`src/rtl/bcd_operand_aligner.sv`:
```
// rtl/bcd_operand_aligner.sv - decimal-point aligner for two packed-BCD operands ahead of the BCD adder

module bcd_right_shifter #(
    parameter int W = 16
) (
    input  logic [W-1:0] din,
    output logic [W-1:0] dout,
    output logic [3:0]   digit_out
);
    assign dout      = {4'b0000, din[W-1:4]};
    assign digit_out = din[3:0];
endmodule

module bcd_operand_aligner #(
    parameter int NUM_DIGITS = 4,
    parameter int FRAC_W     = 3
) (
    input  logic                    i_clk,
    input  logic                    i_rst,
    input  logic                    i_start,
    input  logic [NUM_DIGITS*4-1:0] i_a_num,
    input  logic [FRAC_W-1:0]       i_a_frac,
    input  logic [NUM_DIGITS*4-1:0] i_b_num,
    input  logic [FRAC_W-1:0]       i_b_frac,
    output logic                    o_busy,
    output logic                    o_valid,
    output logic [NUM_DIGITS*4-1:0] o_a_num,
    output logic [NUM_DIGITS*4-1:0] o_b_num,
    output logic [FRAC_W-1:0]       o_frac,
    output logic [3:0]              o_guard,
    output logic                    o_sticky,
    output logic                    o_b_shifted
);
    localparam int W     = NUM_DIGITS * 4;
    localparam int CNT_W = $clog2(NUM_DIGITS + 2);
    localparam int DW    = (FRAC_W > CNT_W) ? FRAC_W : CNT_W;

    typedef enum logic {
        IDLE,
        ALIGN
    } state_t;

    state_t             state_q;
    state_t             state_d;
    logic               accept;
    logic               finish;
    logic               shift_en;
    logic [CNT_W-1:0]   cnt_q;

    logic               b_gt;
    logic [FRAC_W-1:0]  frac_diff;
    logic [DW-1:0]      diff_ext;
    logic [CNT_W-1:0]   d_load;
    logic [W-1:0]       shift_in;
    logic [W-1:0]       shift_out;
    logic [3:0]         digit_out;

    assign b_gt      = i_b_frac > i_a_frac;
    assign frac_diff = b_gt ? (i_b_frac - i_a_frac) : (i_a_frac - i_b_frac);
    assign diff_ext  = DW'(frac_diff);
    // Anything past NUM_DIGITS+1 shifts behaves identically, so saturate there.
    assign d_load    = (diff_ext > DW'(NUM_DIGITS + 1)) ? CNT_W'(NUM_DIGITS + 1)
                                                        : CNT_W'(diff_ext);

    assign shift_in = o_b_shifted ? o_b_num : o_a_num;

    bcd_right_shifter #(
        .W(W)
    ) u_shifter (
        .din      (shift_in),
        .dout     (shift_out),
        .digit_out(digit_out)
    );

    always_ff @(posedge i_clk or posedge i_rst) begin
        if (i_rst) begin
            state_q <= IDLE;
        end else begin
            state_q <= state_d;
        end
    end

    always_comb begin
        state_d  = state_q;
        accept   = 1'b0;
        finish   = 1'b0;
        shift_en = 1'b0;
        case (state_q)
            IDLE: begin
                if (i_start) begin
                    accept  = 1'b1;
                    state_d = ALIGN;
                end
            end
            ALIGN: begin
                if (cnt_q == '0) begin
                    finish  = 1'b1;
                    state_d = IDLE;
                end else begin
                    shift_en = 1'b1;
                end
            end
            default: state_d = IDLE;
        endcase
    end

    always_ff @(posedge i_clk or posedge i_rst) begin
        if (i_rst) begin
            cnt_q       <= '0;
            o_busy      <= 1'b0;
            o_valid     <= 1'b0;
            o_a_num     <= '0;
            o_b_num     <= '0;
            o_frac      <= '0;
            o_guard     <= '0;
            o_sticky    <= 1'b0;
            o_b_shifted <= 1'b0;
        end else begin
            o_valid <= finish;
            if (accept) begin
                o_a_num     <= i_a_num;
                o_b_num     <= i_b_num;
                o_frac      <= b_gt ? i_a_frac : i_b_frac;
                o_b_shifted <= b_gt;
                cnt_q       <= d_load;
                o_guard     <= '0;
                o_sticky    <= 1'b0;
                o_busy      <= 1'b1;
            end else if (shift_en) begin
                if (o_b_shifted) begin
                    o_b_num <= shift_out;
                end else begin
                    o_a_num <= shift_out;
                end
                // The previous guard digit retires into sticky as the new one arrives.
                o_sticky <= o_sticky | (o_guard != 4'h0);
                o_guard  <= digit_out;
                cnt_q    <= cnt_q - 1'b1;
            end else if (finish) begin
                o_busy <= 1'b0;
            end
        end
    end
endmodule

```
`config.mk`:
```
export PLATFORM = sky130hd
export DESIGN_NAME = bcd_operand_aligner
export DESIGN_NICKNAME = d
export VERILOG_FILES = /design/src/rtl/bcd_operand_aligner.sv
export SDC_FILE = /design/constraint.sdc
export NUM_CORES = 1
export LEC_CHECK = 0
export CORE_ASPECT_RATIO = 1.4
export CORE_MARGIN = 4
export CORE_UTILIZATION = 30
export CTS_BUF_LIST = sky130_fd_sc_hd__clkbuf_2 sky130_fd_sc_hd__clkbuf_4 sky130_fd_sc_hd__clkbuf_8
export DETAILED_ROUTE_END_ITERATION = 8
export SYNTH_ARGS = -nofsm -noshare
export SYNTH_HDL_FRONTEND = slang
export SYNTH_HIERARCHICAL = 1
export SYNTH_SLANG_ARGS = --single-unit
```
`constraint.sdc`:
```
create_clock -name i_clk -period 4.44 [get_ports i_clk]
set_input_delay 1.332 -clock i_clk [delete_from_list [all_inputs] [get_ports i_clk]]
set_output_delay 1.332 -clock i_clk [all_outputs]
set_load 0.02 [all_outputs]
```
==> impl_metrics.env <==
export IMPL_run_status="completed"
export IMPL_worst_slew_pin_slew_ps=991
export IMPL_stdcell_area_um2=3620
export IMPL_grt_pass1_vias=2146
export IMPL_rr_endpoint="o_b_num[2]$_DFFE_PP0P_"
export IMPL_cts_tree="done"
export IMPL_syn_area_per_cell_um2=9.88
export IMPL_die_height_um=121
export IMPL_crit_end="cnt_q[1]$_DFFE_PP0P_"
export IMPL_drtPass1Iterations=4
export IMPL_hp_start="o_frac[1]$_DFFE_PP0P_"
export IMPL_die_w_um=88.6
export IMPL_rsz0062_at_grt="no"
export IMPL_cts_made_buffers=5
export IMPL_crit_required_ps=4660
export IMPL_p_sw_share_pct=41.8
export IMPL_ys_seq_elements=47
export IMPL_dp_cells=434
export IMPL_synth_cell_types=36
export IMPL_finalCriticalPeriod_ps=3260
export IMPL_cp_startpoint="i_a_frac[1]"
export IMPL_postSynthCellCount=276
export IMPL_yosysSeqAreaShare_pct=43.1
export IMPL_slew_limit_headroom_pct=33.8
export IMPL_wire_per_inst_um=15.2
export IMPL_fin_tns_setup_ps=0
export IMPL_hold_path_class="flop to flop"
export IMPL_final_util_pct=41.6
export IMPL_drive_gt1_share_pct=9.50
export IMPL_synth_top_flop_cell="dfrtp_1"
export IMPL_cts_sinks=47
export IMPL_grt_pass1_wl_mm=10.8
export IMPL_start_kind="input port"
export IMPL_clockBufferDepth=2
export IMPL_num_rows=40
export IMPL_yosysWarnings=6
export IMPL_pwr_share_clk_pct=12.6
export IMPL_drt_vias_per_instance=4.80
export IMPL_dieArea_um2=10700
export IMPL_seqPwrFrac_pct=30.2
export IMPL_cts_hold_fix_buffers=0
export IMPL_reg2reg_from="cnt_q[0]$_DFFE_PP0P_"
export IMPL_clock_latency_ps=300
export IMPL_drv_cap=0
export IMPL_p_leak_uw=0.00163
export IMPL_vdd_drop_max_uv=355
export IMPL_reg2reg_slack_ps=2550
export IMPL_drt_total_wl_mm=6.72
export IMPL_synth_largest_area_cell="dfrtp_1"
export IMPL_io_pins=84
export IMPL_htreeDepth=2
export IMPL_period_share_pct=73.4
export IMPL_synth_top_cell_area_share_pct=43.1
export IMPL_drtAntennaViolNets=0
export IMPL_synth_edff_count=0
export IMPL_cts_setup_buffers=0
export IMPL_initial_utilization_pct=31.3
export IMPL_stdcell_count=442
export IMPL_drc=0
export IMPL_hpwl_mm=4.90
export IMPL_async_flop_share_pct=100
export IMPL_antenna_cells=0
export IMPL_hold_viol_final=0
export IMPL_io_buffers=83
export IMPL_p_total_uw=2640
export IMPL_p_switching_uw=1100
export IMPL_reg2regPathDepth=7
export IMPL_grt_max_degree=48
export IMPL_worst_setup_path_end_kind="flop"
export IMPL_setup_viol=0
export IMPL_overflow=0
export IMPL_slew_violations=0
export IMPL_vias=2121
export IMPL_netlist_area_um2=2730
export IMPL_final_fill_count=865
export IMPL_synth_area_top_cells="dfrtp_1, mux2i_1, nand2_1, mux2_2, o21ai_0"
export IMPL_num_nets_final=385
export IMPL_grt_use_total_pct=13.0
export IMPL_core_area_um2=8710
export IMPL_place_congestion=0.759
export IMPL_cts_root_buf="clkbuf_8"
export IMPL_antenna_found_initial=0
export IMPL_max_freq_ghz=0.307
export IMPL_critical_path_class="input port to flop"
export IMPL_worst_ep_arrival_time_ps=3480
export IMPL_powerDensity_nw_per_um2=728
export IMPL_placed_cell_area_um2=3500
export IMPL_crit_fanout=6
export IMPL_skew_ps=3.50
export IMPL_intPower_uw=1540
export IMPL_area_delta_synth_final_pct=32.8
export IMPL_path_clk_slew_ps=90
export IMPL_combPwrFrac_pct=57.2
export IMPL_ctsResizeCount=0
export IMPL_drtIter0Drc=100
## cell type report
class	instances	area, um^2	area share (%)
clock inverter	2	35.0	0.968
inverter	10	37.5	1.04
tap	105	131	3.63
clock buffer	6	82.6	2.28
sequential	47	1180	32.5
multi-input combinational	186	1290	35.7
timing repair buffer	86	866	23.9
## cell families (layout without fill, tap and decap cells)
| family | after synthesis | count (layout) | share of synthesized area (%) |
|---|---|---|---|
| buffers and inverters | 46 | 104 | 10.2 |
| adders and majority gates | 8 | 8 | 4.22 |
| xor gates and xnor gates | 3 | 3 | 0.964 |
| muxes | 53 | 53 | 20.4 |
| DFF | 47 | 47 | 43.1 |
| and+or+nand+nor | 66 | 66 | 10.2 |
| other | 1 | 4 | 0.138 |
| AOI/OAI and AO/OA | 52 | 52 | 10.7 |
## synthesized netlist by cell type, types with 2 or more instances
library cell and n:
nor2_1 4, ha_1 6, nand3_1 6, a21oi_1 4, inv_1 10, buf_2 8, xnor2_1 2, nand2_1 49
clkbuf_1 3, buf_6 2, mux2_2 16, mux2i_1 36, o211ai_1 2, o21a_1 2, buf_4 21, o21ai_1 4
fa_1 2, o21ai_0 35, dfrtp_1 47
## routing by layer
metal	global-route usage [%]	vias to the layer above	share of wire [%]
met5	0	-	0
met2	23.0	59	51
met3	3.54	6	6.9
met4	3.88	0	1.3
met1	14.9	1016	40
li1	-	1040	-
## worst min-delay path by stage
stage,to,slack [ps],cells after the start
floorplan,o_valid$_DFF_PP0_,480,1
global placement,o_frac[0]$_DFFE_PP0P_,470,2
detailed placement,o_frac[1]$_DFFE_PP0P_,480,2
CTS,o_frac[1]$_DFFE_PP0P_,500,2
global route,o_frac[1]$_DFFE_PP0P_,530,2
finish,o_frac[1]$_DFFE_PP0P_,490,2
## worst max-delay path, cell delays in order
cell and delay, ps:
clkdlybuf4s50_1 530, inv_1 100, ha_1 330, and2b_1 180
o21ai_1 170, a21o_1 330, mux2_4 340, o31ai_2 160
## through the flow
stage	hold slack [ps]	setup WS [ps]
after floorplan	478	1650
after global placement	475	960
after detailed placement	475	868
after CTS	500	1200
after global routing	532	1060
final	492	1180
## cell usage in the layout, fill, tap and decap left out, drive strengths merged, types with 2 or more instances in the layout
cell type	netlist	routed
buf	32	3
a21oi	4	4
nand2	50	50
xnor2	2	2
nand3	6	6
conb	1	4
mux2	17	17
clkdlybuf4s50	0	83
inv	10	10
o31ai	2	2
o21ai	39	39
ha	6	6
clkbuf	4	6
fa	2	2
nor2	4	4
mux2i	36	36
o211ai	2	2
o21a	2	2
dfrtp	47	47
## sequential cells by signal (all words and copies together), names as in the netlist
register and count:
o_frac 3, o_sticky 1, o_a_num 16, o_valid 1
o_busy 1, cnt_q 3, o_b_num 16, o_b_shifted 1
o_guard 4, state_q 1
## power by group through the flow
stage,clock network (uW),registers [uW],logic (uW)
2_1_floorplan,0,998,861
6_report,333,796,1510
3_3_place_gp,0,802,1510
4_1_cts,347,800,1530
3_5_place_dp,0,807,1530
5_1_grt,363,828,1640
Note: power is estimated with default switching activity, not from simulation.
